## config.mk

```make
export PLATFORM = sky130hd
export DESIGN_NAME = serial_gate_deserializer
export DESIGN_NICKNAME = d
export VERILOG_FILES = /design/src/rtl/serial_gate_deserializer.sv
export SDC_FILE = /design/constraint.sdc
export NUM_CORES = 1
export LEC_CHECK = 0
export CAP_MARGIN = 20
export CORE_MARGIN = 1.5
export CORE_UTILIZATION = 50
export CTS_CLUSTER_DIAMETER = 50
export DETAILED_ROUTE_END_ITERATION = 8
export PLACE_DENSITY = 0.77
export SYNTH_ARGS = -nofsm -noshare
export SYNTH_HDL_FRONTEND = slang
export SYNTH_SLANG_ARGS = --single-unit
```

## constraint.sdc

```tcl
create_clock -name clk -period 4.06 [get_ports clk]
set_clock_uncertainty 0.05 [all_clocks]
set_input_delay 0.812 -clock clk [delete_from_list [all_inputs] [get_ports clk]]
set_output_delay 0.812 -clock clk [all_outputs]
set_load 0.02 [all_outputs]
```

## src/rtl/serial_gate_deserializer.sv

```systemverilog
// serial_gate_deserializer
// Accepts serial (a, b) operand pairs, applies a 2:1-mux-built gate to each pair
// and packs the result bits LSB-first into a WIDTH-bit word. A word closes when
// WIDTH bits are collected or the upstream flags up_last, and is then offered
// downstream until taken. One word is held at a time: collection stalls
// (up_ready=0) while a finished word waits for down_ready.
module serial_gate_deserializer #(
  parameter int WIDTH = 8,
  parameter int LEN_W = $clog2(WIDTH + 1)
) (
  input  logic             clk,
  input  logic             rst_n,
  input  logic             up_valid,
  output logic             up_ready,
  input  logic             up_a,
  input  logic             up_b,
  input  logic [1:0]       up_op,
  input  logic             up_last,
  output logic             down_valid,
  input  logic             down_ready,
  output logic [WIDTH-1:0] down_data,
  output logic [LEN_W-1:0] down_len
);

  typedef enum logic {
    COLLECT = 1'b0,
    OUTPUT  = 1'b1
  } state_t;

  localparam logic [LEN_W-1:0] LAST_IDX = LEN_W'(WIDTH - 1);

  state_t           state;
  state_t           state_nxt;
  logic [LEN_W-1:0] cnt;
  logic [1:0]       op_q;
  logic [1:0]       op_eff;
  logic             accept;
  logic             word_done;
  logic             bit_res;
  logic [WIDTH-1:0] data_nxt;

  // Gate realised purely as 2:1 selections steered by operand a.
  function automatic logic gate_bit(input logic [1:0] op, input logic a, input logic b);
    logic r;
    case (op)
      2'b00:   r = a ? b    : 1'b0;  // AND
      2'b01:   r = a ? 1'b1 : b;     // OR
      2'b10:   r = a ? ~b   : b;     // XOR
      default: r = a ? ~b   : 1'b1;  // NAND
    endcase
    return r;
  endfunction

  // The opcode is taken live on the first beat of a word, then frozen in op_q.
  assign op_eff    = (cnt == '0) ? up_op : op_q;
  assign accept    = up_valid & up_ready;
  assign word_done = accept & (up_last | (cnt == LAST_IDX));
  assign bit_res   = gate_bit(op_eff, up_a, up_b);

  // Merge the new result bit into the word at position cnt.
  always_comb begin
    data_nxt = down_data;
    for (int i = 0; i < WIDTH; i++) begin
      if (cnt == LEN_W'(i)) data_nxt[i] = bit_res;
    end
  end

  // State register.
  always_ff @(posedge clk) begin
    if (!rst_n) state <= COLLECT;
    else        state <= state_nxt;
  end

  // Next-state logic; handshake outputs decode the registered state only.
  always_comb begin
    state_nxt  = state;
    up_ready   = 1'b0;
    down_valid = 1'b0;
    case (state)
      COLLECT: begin
        up_ready = 1'b1;
        if (word_done) state_nxt = OUTPUT;
      end
      OUTPUT: begin
        down_valid = 1'b1;
        if (down_ready) state_nxt = COLLECT;
      end
      default: state_nxt = COLLECT;
    endcase
  end

  // Word assembly: count, opcode latch, packed data and final length.
  always_ff @(posedge clk) begin
    if (!rst_n) begin
      cnt       <= '0;
      op_q      <= 2'b00;
      down_data <= '0;
      down_len  <= '0;
    end else if (accept) begin
      if (cnt == '0) op_q <= up_op;
      down_data <= data_nxt;
      cnt       <= cnt + LEN_W'(1);
      if (word_done) down_len <= cnt + LEN_W'(1);
    end else if (down_valid && down_ready) begin
      cnt       <= '0;
      down_data <= '0;
      down_len  <= '0;
    end
  end

endmodule

```

; ---- After elaboration in Yosys (flattened, before gate mapping)
; Index checks and enable logic that the tools add are counted.
[word_totals]
regBits = 19
word_cells = 74
[op_classes]
addsub = 1
eq_ne = 18
mux = 25
bitwise = 5
n_reduce_logical = 13
[op_table]
columns = operator, n
row1 = "!= test 2 x 1 -> 1 bit, second input constant", 9
row2 = AND reduction 2 bit, 9
row3 = "equality test 4 x 3 -> 1 bit, second input constant", 4
row4 = two-way mux 1 bit, 16
row5 = two-way mux 4 bit, 4
row6 = two-way mux 8 bit, 2
row7 = "equality test 4 x 2 -> 1 bit, second input constant", 2
row8 = "adder 4 x 1 -> 4 bit, second input constant", 1
row9 = "equality test 4 x 1 -> 1 bit, second input constant", 1
row10 = logical NOT 4 bit, 1
row11 = case mux 1 bit (3 select lines), 1
row12 = AND 1 bit, 2
row13 = "equality test 2 x 1 -> 1 bit, second input constant", 1
row14 = "equality test 2 bit, second input constant", 1
row15 = logical NOT 2 bit, 1
row16 = two-way mux 2 bit, 1
row17 = inverter 1 bit, 2
row18 = case mux 1 bit (2 select lines), 1
row19 = nonzero test 2 bit, 1
row20 = logical AND 1 bit, 1
row21 = bitwise OR 1 bit, 1

; ---- Longest topological paths before layout
; Gate-level depths: netlist of run 1.
[logic_depth]
ltp_word = 6
mapped_depth = 7
mapped_depth_nobuf = 7

; ---- Worst setup path after synthesis of run 1
; No wires, ideal clock.
[synth_timing]
path_type = input to register
start = input up_a
end = register down_data[1]
setup_ps = 124
arrival_time_ps = 1824
required_ps = 3886
path_slack_ps = 2061
stages = 7
path_buffers = 0
cell_sequence = inv_1 -> ha_1 -> nor2_1 -> a21oi_1 -> a31o_2 -> o21ai_4 -> o21ai_1
[synth_via]
elab_chain_len = 4
elab_cells_between_ends = 7
[synth_rtl]
columns = item, line
row1 = "start, declared", 15  ; input logic up_a,
row2 = "two-way mux 1 bit, on equally long branches", -
row3 = case mux 1 bit (3 select lines) (*), 45  ; case (op)
row4 = two-way mux 1 bit (*), 64  ; if (cnt == LEN_W'(i)) data_nxt[i] = bit_res;
row5 = two-way mux 8 bit (*), 99  ; end else if (accept) begin
row6 = "end signal, assigned", 101  ; down_data <= data_nxt;
row7 = "end, declared", 21  ; output logic [WIDTH-1:0] down_data,
; Every way passes the cells marked *; elsewhere a longest branch is shown, timed or not. The select of a mux whose other input is x is not followed.
; A chain may end at the register's enable or synchronous reset.

; ---- Worst setup path after layout of run 1
[layout_timing]
start = input up_valid
end = register down_len[0]
[layout_via]
elab_chain_len = 4
elab_cells_between_ends = 6
[layout_rtl]
columns = item, line
row1 = "start, declared", 13  ; input logic up_valid,
row2 = AND 1 bit (*), 56  ; assign accept = up_valid & up_ready;
row3 = AND 1 bit, 57  ; assign word_done = accept & (up_last | (cnt == LAST_IDX));
row4 = != test 2 x 1 -> 1 bit (no line), -
row5 = AND reduction 2 bit (no line), -
row6 = "end signal, assigned", 103  ; if (word_done) down_len <= cnt + LEN_W'(1);
row7 = "end, declared", 22  ; output logic [LEN_W-1:0] down_len
; Every way passes the cells marked *; elsewhere a longest branch is shown, timed or not.

==> impl_results.md, run 1 <==
* Setup tns final at 0 ns
* Hold buffers post-CTS at 0
* Levels on crit path at 6
* CP endpoint: down_len[0]
* Post-cts sizing count at 0
* Slew Viols, Final at 0
* Share of cells above drive strength 1 at 10.1%
* Hold Vio Cnt, Final at 0
* Worst slew margin at 53.8%
* Register area share after synthesis at 38.4%
* Crit path cell chain: clkdlybuf4s50_1 -> nor2b_1 -> o21ai_2 -> nand2_1 -> mux2i_1 -> nor2_1
* Smallest setup slack after layout at 1.61 ns
* Share of the synthesized area in the top cell type at 38.4%
* Finished Layout Cells at 164
* Crit path from: up_valid
* Critical path class: primary input to register
* Fraction of registers with async set/reset at 0%
* Worst-Margin Slew at 0.691 ns
* Initial DRC Count at 13
* Worst EP required at 4.21 ns
* Status: complete, no violations
* Post-synth EDFFs at 0
* RSZ-0062 raised after global routing: no
* Startpoint types: primary input
* Min-delay worst type: register to register
* R2r setup slk at 2.19 ns
* Ports at 23
* Nature of the critical path endpoint: register
* Power Total at 0.000368 W
* Count leader, synth: dfxtp_1
* Peak VDD IR at 223 uV
* Distinct cells, synth at 30
* Max-cap check violation count at 0
* Total iterations of the first detailed-routing run at 4
* Pwr per Cell Area at 293 nW/um^2
* Area of the multi-input gates at 571 um^2
* Vias in the first global route at 769
* Top cells by instance count after synthesis: dfxtp_1, nand3_1, nor2_1, nand2_1
* Clk buf depth at 2
* Wire per inst at 12.4 um
* Seq. cell area at 380 um^2
* Yosys warning count at 0
* Antenna violations before repair at 0
* Final nets at 156
* Reg2Reg Depth at 7
* Final WL at 2.04 mm
* GPL Wtd Cong at 0.827
* HPWL Detailed at 1.60 mm
* Global route hottest layer: met2
* Routing usage on met3 at 5.66%
* Core box area at 1800 um^2
* I/O Buffers at 22
* Leak at 0.491 nW
* Commonest register cell after synthesis: dfxtp_1
* Worst hold path cell count at 2
* DRC Markers at 0
* Grt met2 use at 33.5%
* Placement Rows at 15
* FF-to-FF End: down_data[4]
* Place WS at 1.28 ns
* Initial core utilization at 55.0%
* GRT overflow at 0
* Worst EP arrival at 2.60 ns
* FMAX at 0.408 GHz
* CTS tree: yes
* Vias post-DR at 901
* Die W at 47.5 um
* Synth top area cells: dfxtp_1, ha_1, nand3_1, mux2i_1, nor2_1
* CTS H-tree lvls at 1
* Die height at 47.5 um
* Setup bufs post-CTS at 0
* CTS root buf: clkbuf_4
* GRT Total Usage at 20.7%
* Largest net degree at the start of global routing at 12
* Synth Register Bits at 19
* DP Cell Count at 160
* Routed Antenna Nets at 0
* Dominant cell type by area after synthesis: dfxtp_1
* Synthesized net count at 132
* R2R Path Start: cnt[0]
* FILL cells at 162
* Slowest stage cell, crit path: nor2b_1
* Mapped Area at 991 um^2
* Critical path fanouts, max at 11
* Drt via density at 5.49
* Mean Syn Cell Area at 8.54 um^2
* # diodes at 0
* CTS buffer count at 3
* CTS Sinks at 19
* Clk slew on worst S/H paths at 0.11 ns
* Grt met1 use at 27.5%
* Area Growth Syn to Fin at 26.8%
* WP buf/inv at 1
* Tcrit/Tclk final at 60.4%
* Final min period at 2.45 ns
* CP delay by family, top: simple AND/OR/NAND/NOR gates
* Gate Count Post-Synth at 116
* Die area at 2260 um^2
* Final Core Density at 69.7%
* Worst-skew pair later-pin latency at 0.31 ns
* Worst stage delay on the critical path at 0.59 ns
* Wire length of the first global-routing pass at 3.29 mm
* Setup violators final at 0
per-layer routing:
metal | wire, um | part of all wire (%)
met1 | 894 | 44
met2 | 1010 | 50
met3 | 106 | 5.2
met4 | 23 | 1.1
met5 | 0 | 0
worst register-to-register path, cell delays in order (launching register included):
cell and delay [ns]:
dfxtp_1 0.44, inv_1 0.10, ha_1 0.26, nor3b_2 0.19
a2111oi_2 0.34, a31o_2 0.18, o21ai_4 0.10, o21ai_1 0.16
where the power goes:
part,switching [W],internal [W]
Clock,0.0000616,0.0000368
Combinational,0.0000398,0.0000306
Sequential,0.00000652,0.000192
Total,0.000108,0.000260
kinds of logic after synthesis:
group                      Yosys count  synth area share [%]
and+or+nand+nor                     46                  23.4
AOI/OAI and AO/OA                   27                  18.6
DFF                                 19                  38.4
buffers and inverters               10                  4.04
adders and majority gates            7                  8.84
muxes                                5                  5.05
xor gates and xnor gates             2                  1.77
worst min-delay path by stage:
stage          slack (ns)          from           end
3_3_place_gp         0.39  down_data[5]  down_data[5]
2_1_floorplan        0.46       op_q[1]       op_q[1]
6_report             0.41  down_data[5]  down_data[5]
3_5_place_dp         0.40  down_data[5]  down_data[5]
5_1_grt              0.43  down_data[5]  down_data[5]
4_1_cts              0.41  down_data[5]  down_data[5]
cell type report:
| cell class | instances | area share (%) |
|---|---|---|
| Multi-Input combinational cell | 87 | 45.4 |
| Sequential cell | 19 | 30.3 |
| Timing Repair Buffer | 22 | 17.5 |
| Tap cell | 25 | 2.49 |
| Inverter | 7 | 2.09 |
| Clock buffer | 3 | 1.79 |
| Clock inverter | 1 | 0.398 |
stage by stage:
step,hold slack (ns),cell area [um^2]
global route,0.429,1260
floorplan,0.460,991
finish,0.411,1260
detailed placement,0.398,1230
CTS,0.414,1260
global placement,0.392,1230
state kept, by name, summed over array words and instances (netlist names):
register,flops
cnt,4
down_len,4
down_data,8
state,1
op_q,2
cell usage in the layout (no fill, tap or decap), types with 2 or more instances in the layout:
master,count
dfxtp_1,19
a21oi_1,6
o21ai_0,4
o21ai_1,6
inv_1,7
clkdlybuf4s50_1,22
nor2_1,13
mux2i_1,5
clkbuf_4,3
ha_1,7
nand3_1,17
o21ai_2,3
nand2_1,8
a31oi_1,2
No activity file was read; power rests on OpenSTA's default activity.
==> inputs of run 2 (changes only) <==
- CORE_UTILIZATION: 50 -> 48
- PLACE_DENSITY: 0.77 -> 0.74
- clock period: 4.06 -> 2.47 ns (I/O delays scaled with it)
==> impl_results.md, run 2 (synthesized netlist as in run 1, its figures left out) <==
* Setup bufs post-CTS at 0 (unchanged)
* Hold Vio Cnt, Final at 0 (unchanged)
* Critical path class: primary input to register
* Final min period at 2.09 ns
* Placement Rows at 16 (+1)
* CTS tree: yes
* Die W at 48.4 um (+1.9%)
* Seq. cell area at 380 um^2 (unchanged)
* Wire length of the first global-routing pass at 3.78 mm (+15%)
* Dpl cell area at 1250 um^2 (+1.4%)
* Drt via density at 5.48 (-0.21%)
* Largest net degree at the start of global routing at 12 (unchanged)
* Worst EP required at 2.62 ns (-1.59 ns)
* Worst-skew pair later-pin latency at 0.31 ns (about the same)
* HPWL Detailed at 1.69 mm (+5.1%)
* Nature of the critical path endpoint: register
* Critical path fanouts, max at 8 (-3)
* Crit path from: up_a
* CTS root buf: clkbuf_4
* Status: complete, no violations
* Finished Layout Cells at 168 (+2.4%)
* Die area at 2350 um^2 (+3.9%)
* Vias post-DR at 921 (+2.2%)
* Hold Startpoint: down_data[7]
* Clk slew on worst S/H paths at 0.11 ns (about the same)
* Startpoint types: primary input
* Final WL at 2.26 mm (+11%)
* Worst slew margin at 73.7% (+20 points)
* Routed Antenna Nets at 0 (unchanged)
* Biggest register: down_data
* DRC Markers at 0 (unchanged)
* Largest regs: down_data: 8 flops, cnt: 4 flops, down_len: 4 flops
* GPL Wtd Cong at 0.810 (-2.0%)
* Post-cts sizing count at 0 (unchanged)
* Share of cells above drive strength 1 at 10.6% (+0.57 points)
* Total iterations of the first detailed-routing run at 4 (unchanged)
* Max FFs per register at 8 (unchanged)
* Area of the multi-input gates at 571 um^2 (unchanged)
* Initial core utilization at 50.5% (-4.5 points)
* CTS H-tree lvls at 1 (unchanged)
* Peak VDD IR at 353 uV (+58%)
* Setup violators final at 0 (unchanged)
* Min-delay worst type: register to register
* Slew Viols, Final at 0 (unchanged)
* Most frequent cells in the layout: clkdlybuf4s50_1, dfxtp_1, nand3_1
* Ports at 23 (unchanged)
* Die height at 48.4 um (+1.9%)
* Core box area at 1960 um^2 (+8.9%)
* Final nets at 158 (+1.3%)
* Commonest non-fill, non-tap cell in the layout: clkdlybuf4s50_1
* Area Growth Syn to Fin at 28.4%
* # diodes at 0 (unchanged)
* Worst EP arrival at 2.24 ns (-0.36 ns)
* CTS Sinks at 19 (unchanged)
* RSZ-0062 raised after global routing: no
* GRT Total Usage at 20.5% (-0.21 points)
* Hold buffers post-CTS at 0 (unchanged)
* R2R Path Start: cnt[0]
* DP Cell Count at 164 (+2.5%)
* Initial DRC Count at 22 (+9)
* Setup tns final at 0 ns (unchanged)
* Worst-Margin Slew at 0.391 ns (-0.300 ns)
* I/O Buffers at 22 (unchanged)
* Power Total at 0.000616 W (+67%)
* Leak at 0.498 nW (+1.4%)
* GRT overflow at 0 (unchanged)
* Max-cap check violation count at 0 (unchanged)
* Pwr per Cell Area at 484 nW/um^2 (+65%)
* Tcrit/Tclk final at 84.5%
* CTS buffer count at 3 (unchanged)
* Clk buf depth at 2 (unchanged)
* Vias in the first global route at 903 (+17%)
* Fin area at 1270 um^2 (+1.3%)
* Antenna violations before repair at 0 (unchanged)
* FILL cells at 181 (+12%)
* FMAX at 0.479 GHz
* Wire per inst at 13.4 um (+8.2%)
run 2: cell types whose count changed in the layout (fill, tap and decap cells not counted):
cell      before  now
clkinv_2       1    0
clkbuf_1       0    1
buf_4          0    2
run 2: layout make-up:
| cell class | count | share of cell area (%) |
|---|---|---|
| Multi-Input combinational cell | 87 | 44.8 |
| Sequential cell | 19 | 29.9 |
| Timing Repair Buffer | 24 | 18.5 |
| Tap cell | 27 | 2.65 |
| Clock buffer | 4 | 2.06 |
| Inverter | 7 | 2.06 |
run 2: where the power goes:
group / internal (W) / total [W] / switching (W) / leakage [nW]
combinational: 0.0000533 / 0.000122 / 0.0000686 / 0.329
clock: 0.0000631 / 0.000167 / 0.000104 / 0.0150
sequential: 0.000316 / 0.000327 / 0.0000105 / 0.154
total: 0.000433 / 0.000616 / 0.000183 / 0.498
run 2: per-layer routing:
metal | global-route usage, % | wire length (um)
met1 | 23.3 | 931
met2 | 36.1 | 1120
met3 | 4.32 | 128
met4 | 11.0 | 74
met5 | 0 | 0
run 2: path summary, 6_finish.rpt:
kind / slack [ns] / cells after the start / end
max reg2reg: 0.60 / 7 / down_data[6]
max: 0.38 / 8 / down_data[6]
min reg2reg: 0.42 / 2 / down_data[7]
min: 0.42 / 2 / down_data[7]
run 2: critical path, cell delays in order:
cell and delay [ns]:
clkdlybuf4s50_1 0.51, inv_1 0.06, ha_1 0.33, nor2_1 0.13
a21oi_1 0.07, a31o_2 0.28, o21ai_4 0.26, o21ai_1 0.11
run 2: per-stage QoR:
stage | setup WS (ns) | util, % | hold WS, ns
finish | 0.383 | 64.9 | 0.423
global route | 0.267 | 64.9 | 0.447
CTS | 0.385 | 64.9 | 0.421
detailed placement | 0.112 | 63.5 | 0.405
global placement | 0.205 | 63.5 | 0.395
floorplan | 0.789 | - | 0.460
